<file path="src/rtl/timer_dev_pkg.sv">
// Shared register map, CTRL field positions, MODE encodings and FSM state
// encoding for the timer_dev memory-mapped timer.
package timer_dev_pkg;

  localparam logic [1:0] OFF_CTRL   = 2'd0;
  localparam logic [1:0] OFF_PRESET = 2'd1;
  localparam logic [1:0] OFF_COUNT  = 2'd2;
  localparam logic [1:0] OFF_PSC    = 2'd3;

  localparam int CTRL_W        = 4;
  localparam int CTRL_EN       = 0;
  localparam int CTRL_MODE_LSB = 1;
  localparam int CTRL_MODE_MSB = 2;
  localparam int CTRL_IM       = 3;

  localparam int PSC_W = 16;

  localparam logic [1:0] MODE_ONESHOT  = 2'd0;
  localparam logic [1:0] MODE_PERIODIC = 2'd1;

  typedef logic [1:0] state_t;

  localparam state_t ST_IDLE = 2'd0;
  localparam state_t ST_LOAD = 2'd1;
  localparam state_t ST_CNT  = 2'd2;
  localparam state_t ST_INT  = 2'd3;

  function automatic logic [31:0] be_merge(input logic [31:0] cur,
                                           input logic [31:0] nxt,
                                           input logic [3:0]  be);
    logic [31:0] r;
    r = cur;
    for (int i = 0; i < 4; i++) begin
      if (be[i]) r[8*i +: 8] = nxt[8*i +: 8];
    end
    return r;
  endfunction

endpackage

</file>
<file path="src/rtl/timer_regs.sv">
// Bus decode, byte-enable merge and combinational read mux for timer_dev.
// With TIMER_PRESCALE_EN defined, offset 3 holds the 16-bit prescaler PSC.
module timer_regs
  import timer_dev_pkg::*;
#(
  parameter int ADDR_W = 2
) (
  input  logic                 clk,
  input  logic                 reset,
  input  logic                 sel,
  input  logic [ADDR_W-1:0]    addr,
  input  logic                 we,
  input  logic [3:0]           be,
  input  logic [31:0]          wd,
  input  logic                 hw_clr_en,
  input  logic [31:0]          count,
  output logic [31:0]          rd,
  output logic [CTRL_W-1:0]    ctrl,
  output logic [31:0]          preset,
`ifdef TIMER_PRESCALE_EN
  output logic [PSC_W-1:0]     psc,
`endif
  output logic                 ctrl_wr,
  output logic                 preset_wr
);

  logic wr;

  assign wr        = sel & we;
  assign ctrl_wr   = wr && (addr == ADDR_W'(OFF_CTRL));
  assign preset_wr = wr && (addr == ADDR_W'(OFF_PRESET));

  // A bus write to CTRL overrides the one-shot hardware clear of EN.
  always_ff @(posedge clk) begin
    if (!reset) begin
      ctrl   <= '0;
      preset <= '0;
    end else begin
      if (ctrl_wr && be[0]) ctrl <= wd[CTRL_W-1:0];
      else if (hw_clr_en)   ctrl[CTRL_EN] <= 1'b0;
      if (preset_wr) preset <= be_merge(preset, wd, be);
    end
  end

`ifdef TIMER_PRESCALE_EN
  logic psc_wr;

  assign psc_wr = wr && (addr == ADDR_W'(OFF_PSC));

  always_ff @(posedge clk) begin
    if (!reset) begin
      psc <= '0;
    end else if (psc_wr) begin
      if (be[0]) psc[7:0]  <= wd[7:0];
      if (be[1]) psc[15:8] <= wd[15:8];
    end
  end
`endif

  always_comb begin
    rd = '0;
    if (sel) begin
      case (addr)
        ADDR_W'(OFF_CTRL):   rd = {{(32-CTRL_W){1'b0}}, ctrl};
        ADDR_W'(OFF_PRESET): rd = preset;
        ADDR_W'(OFF_COUNT):  rd = count;
`ifdef TIMER_PRESCALE_EN
        ADDR_W'(OFF_PSC):    rd = {{(32-PSC_W){1'b0}}, psc};
`endif
        default:             rd = '0;
      endcase
    end
  end

endmodule

</file>
<file path="src/rtl/timer_dev.sv">
// Programmable down-counting timer (one-shot / periodic) with maskable irq.
// Optional feature macro: TIMER_PRESCALE_EN (per-step prescaler at offset 3).
module timer_dev
  import timer_dev_pkg::*;
#(
  parameter int ADDR_W = 2
) (
  input  logic              clk,
  input  logic              reset,
  input  logic              sel,
  input  logic [ADDR_W-1:0] addr,
  input  logic              we,
  input  logic [3:0]        be,
  input  logic [31:0]       wd,
  output logic [31:0]       rd,
  output logic              irq
);

  logic [CTRL_W-1:0] ctrl;
  logic [31:0]       preset;
  logic [31:0]       count;
  logic              ctrl_wr;
  logic              preset_wr;
  state_t            state;
  logic              irq_flag;
  logic              en;
  logic              periodic;
  logic              tick;
  logic              expire;
  logic              hw_clr_en;

`ifdef TIMER_PRESCALE_EN
  logic [PSC_W-1:0]  psc;
  logic [PSC_W-1:0]  psc_cnt;
`endif

  timer_regs #(.ADDR_W(ADDR_W)) u_regs (
    .clk       (clk),
    .reset     (reset),
    .sel       (sel),
    .addr      (addr),
    .we        (we),
    .be        (be),
    .wd        (wd),
    .hw_clr_en (hw_clr_en),
    .count     (count),
    .rd        (rd),
    .ctrl      (ctrl),
    .preset    (preset),
`ifdef TIMER_PRESCALE_EN
    .psc       (psc),
`endif
    .ctrl_wr   (ctrl_wr),
    .preset_wr (preset_wr)
  );

  assign en        = ctrl[CTRL_EN];
  assign periodic  = (ctrl[CTRL_MODE_MSB:CTRL_MODE_LSB] == MODE_PERIODIC);
  assign hw_clr_en = (state == ST_INT) && !periodic;
  assign expire    = (state == ST_CNT) && en && tick && (count <= 32'd1);
  assign irq       = irq_flag & ctrl[CTRL_IM];

`ifdef TIMER_PRESCALE_EN
  // Up-counting prescaler: a count step fires every PSC+1 cycles; >= guards
  // against PSC being lowered below the running prescale value.
  assign tick = (psc_cnt >= psc);

  always_ff @(posedge clk) begin
    if (!reset) begin
      psc_cnt <= '0;
    end else if (state == ST_LOAD) begin
      psc_cnt <= '0;
    end else if ((state == ST_CNT) && en) begin
      psc_cnt <= tick ? '0 : psc_cnt + 1'b1;
    end
  end
`else
  assign tick = 1'b1;
`endif

  always_ff @(posedge clk) begin
    if (!reset) begin
      state <= ST_IDLE;
      count <= '0;
    end else begin
      case (state)
        ST_IDLE: if (en) state <= ST_LOAD;
        ST_LOAD: begin
          if (!en) begin
            state <= ST_IDLE;
          end else begin
            count <= preset;
            state <= ST_CNT;
          end
        end
        ST_CNT: begin
          if (!en) begin
            state <= ST_IDLE;
          end else if (expire) begin
            count <= '0;
            state <= ST_INT;
          end else if (tick) begin
            count <= count - 32'd1;
          end
        end
        ST_INT:  state <= (periodic && en) ? ST_LOAD : ST_IDLE;
        default: state <= ST_IDLE;
      endcase
    end
  end

  // The flag rises on entry to INT so irq coincides with the INT cycle.
  always_ff @(posedge clk) begin
    if (!reset) begin
      irq_flag <= 1'b0;
    end else if (expire) begin
      irq_flag <= 1'b1;
    end else if ((state == ST_INT) && periodic) begin
      irq_flag <= 1'b0;
    end else if (ctrl_wr || preset_wr) begin
      irq_flag <= 1'b0;
    end
  end

endmodule

</file>
<file path="config.mk">
export PLATFORM = sky130hd
export DESIGN_NAME = timer_dev
export DESIGN_NICKNAME = d
export VERILOG_FILES = /design/src/rtl/timer_dev_pkg.sv /design/src/rtl/timer_regs.sv /design/src/rtl/timer_dev.sv
export SDC_FILE = /design/constraint.sdc
export NUM_CORES = 1
export LEC_CHECK = 0
export BUFFER_PORTS_ARGS = -buffer_cell sky130_fd_sc_hd__buf_2
export CORE_MARGIN = 2
export CORE_UTILIZATION = 57
export DETAILED_ROUTE_END_ITERATION = 7
export PLACE_DENSITY = 0.88
export SLEW_MARGIN = 10
export SYNTH_ARGS = -nofsm -noshare
export SYNTH_HDL_FRONTEND = slang
export SYNTH_SLANG_ARGS = --single-unit
</file>
<file path="constraint.sdc">
create_clock -name clk -period 3.2 [get_ports clk]
set_input_delay 0 -clock clk [delete_from_list [all_inputs] [get_ports clk]]
set_output_delay 0 -clock clk [all_outputs]
set_load 0.03 [all_outputs]
</file>
==> results.yml <==
logic_synthesis:
  syn_avg_cell_area_sq_um: 7.46
  synth.area.mux_share_pct: 2.63
  synthAdderAreaFrac_pct: 2.05
  synth-compound-area-share_pct: 25.4
  synth_edf_count: 0
  synthArstFlopShare_pct: 0
  synth.top_cell.area_share_pct: 33.2
  syn_inst: 573
  netlist_area_sq_um: 4280
  ys_types: 50
  synth_top_family_by_area: "simple AND/OR/NAND/NOR gates"
  ys_ff_latch: 71
  yosysTopAreaCell: "dfxtp_1"
  synth-simple-area-share_pct: 31.3
  yosys.area_share.xor_xnor_pct: 0
  yosysWarnings: 0
  yosysSeqAreaShare_pct: 33.2
  synthTopCellsByArea: "dfxtp_1 (33%), a21oi_1 (7.6%), nand2_1 (6.1%)"
  ys.flop_type: "dfxtp_1"
  syn-num-nets: 622
clocking:
  cts_tree: "built"
  clockBufferDepth: 2
  cts.reportedPaths.clkPinSlew_ps: 80
  cts_buffers: 9
  cts_sinks: 71
  htree_levels: 3
  post_cts_buffers: 0
  worstSkewPairLatency_ps: 360
  cts-root-buf: "clkbuf_8"
routing:
  first_iter_violations: 664
  vias: 5151
  wl_mm: 14.8
  ant_nets: 0
  wl_per_cell_microns: 18.8
  dr.pass1.iters: 6
  viasPerCell: 6.56
  drc: 0
critical_path:
  ff2ff_setup_slack_ps: 460
  rr_startpoint: "count[1]"
  cp-start-kind: "register"
  regToRegEndpoint: "count[18]"
  arrival_ps: 2960
  worstSetupPathType: "register to register"
  end_kind: "register"
  required_ps: 3420
  cp_max_fo: 8
  r2r.worst_path.cells: 8
placed_design:
  gp_congestion: 0.996
  place_hpwl_mm: 8.51
  io_buffers: 74
  post-place-ws_ps: 583
worst_hold_path:
  min_path_cells: 3
  min-delay-start: "be[0]"
  hold_end: "u_regs.preset[0]"
  hp-class: "input port to register"
die:
  std_cell_rows: 31
  core_sq_um: 7250
  die_w_microns: 90.6
  ios: 75
  start_util_pct: 58.9
  die-area_sq_um: 8210
  die_y_microns: 90.6
finish:
  n_antenna_cell: 0
  num-fill-cells: 515
  area_growth_pct: 29.0
  nets: 730
  drive_gt1_share_pct: 16.8
sta:
  relSlewSlack_pct: 35.2
  rsz0062_at_grt: "no"
  timing.fmax_mhz: 365
  min_period_ps: 2740
  worst_pin_slew_ps: 971
  fin_skew_ps: 9.61
  finalSetupViolations: 0
  fin_ws_ps: 458
  slew_violations: 0
  fin_crit_sh_pct: 85.7
  setup_tns_ps: 0
  finalHoldViolCount: 0
grt:
  grt_antenna_before_repair: 0
  grt-ovfl-total: 0
  grt_pass1_vias: 5021
  grt_max_degree: 55
  grt_pass1_wl_mm: 23.9
  track_usage_pct: 35.7
power_and_ir_drop:
  p_per_area_nw_per_um2: 408
  p_leak_uw: 0.00208
  irDropWorstVdd_v: 0.000286
job:
  max_cap_violations: 0
status:
  status: "completed"
==> repair_timing <==
item | 4_1_cts | 5_1_grt
hold buffers | 60 | 0
endpoints found under the hold margin | 36 | 0
resized for setup | 0 | 0
==> state kept, by name, summed over array words and instances, names as in the netlist <==
name and count:
count 32, u_regs.preset 32, u_regs.ctrl 4, state 2, irq_flag 1
==> metal layers <==
metal	track usage (%)	vias to the layer above	wire length [microns]
li1	-	2311	-
met1	40.8	2400	5570
met2	61.8	352	7230
met3	7.18	88	1340
met4	20.0	0	645
met5	0	-	0
==> cell usage in the layout (no fill, tap or decap), types with 3 or more instances in the layout <==
master | synthesis | routed
a21oi_1 | 65 | 65
a22oi_1 | 33 | 33
a31oi_1 | 12 | 12
a32o_1 | 6 | 6
and3_1 | 9 | 9
buf_2 | 3 | 74
buf_4 | 0 | 10
bufinv_16 | 0 | 3
clkbuf_8 | 0 | 11
dfxtp_1 | 71 | 71
dlygate4sd3_1 | 0 | 60
ha_1 | 7 | 7
inv_1 | 9 | 9
mux2i_1 | 9 | 9
nand2_1 | 69 | 69
nand2b_1 | 4 | 4
nand3_1 | 49 | 49
nand4_1 | 8 | 8
nor2_1 | 43 | 41
nor2b_1 | 34 | 33
nor3_1 | 13 | 13
nor4_1 | 6 | 6
o21a_1 | 3 | 3
o21ai_0 | 19 | 18
o22ai_1 | 3 | 3
o311a_1 | 3 | 3
o31ai_1 | 4 | 4
o32ai_1 | 3 | 3
o41ai_1 | 3 | 3
or3_1 | 7 | 7
or4_1 | 5 | 5
==> worst max-delay path by stage <==
stage | from | slack, ps | endpoint | depth (start not counted)
finish | count[1] | 460 | count[18] | 8
global placement | count[8] | 700 | count[4] | 6
detailed placement | count[0] | 580 | count[18] | 8
floorplan | count[4] | 840 | count[2] | 8
global route | count[0] | 270 | count[18] | 8
CTS | count[1] | 530 | count[18] | 8
==> critical path, stage by stage, from the launching register on <==
cell and delay [ps]:
dfxtp_1 340, inv_1 120, ha_1 260, nor3b_1 420, nand4_1 440, nor3_1 330, mux2_2 390, a221oi_2 220
nor2_1 70
==> through the flow <==
stage	power (uW)	hold slack (ps)	util (%)	cell area (sq um)	instances
final	2250	25.5	76.1	5520	785
after global routing	2310	43.8	76.1	5520	785
after CTS	2220	0.526	76.1	5520	785
after detailed placement	1280	259	64.3	4660	709
after global placement	1270	251	64.3	4660	709
after floorplan	1170	147	-	4280	573
==> power by group <==
group / switching (uW) / leakage, uW / internal, uW / total, uW
Sequential: 17.4 / 0.000573 / 897 / 914
Clock: 370 / 0.000130 / 561 / 930
Combinational: 259 / 0.00138 / 145 / 404
==> cell families (layout without fill, tap and decap cells) <==
| group | Yosys count | in the layout |
|---|---|---|
| AND/OR/NAND/NOR | 259 | 259 |
| multiplexers | 11 | 11 |
| flip-flops | 71 | 71 |
| buffers and inverters | 57 | 170 |
| adder cells (fa/ha/maj) | 7 | 7 |
| AO/OA/AOI/OAI | 168 | 168 |
==> final cells by class <==
class	count	area (sq um)	share of cell area (%)
multi-input combinational	445	2630	47.7
tap	99	124	2.25
clock inverter	5	104	1.88
inverter	10	37.5	0.680
sequential	71	1420	25.8
timing repair buffer	144	1050	19.0
clock buffer	11	151	2.74
==> synth_stat cells, drive strengths merged, types with 4 or more instances <==
cell type  instances
nor2              43
o31ai              4
dfxtp             71
nand2b             4
nor3              13
nor4               9
a21oi             65
ha                 7
a31oi             12
and3               9
or3                7
nand2             69
buf                6
o21ai             19
inv               10
nor2b             34
a22oi             33
nand3             49
or4                6
nand4              8
clkbuf            41
mux2i              9
a32o               6
Note: power is estimated with default switching activity, not from simulation.
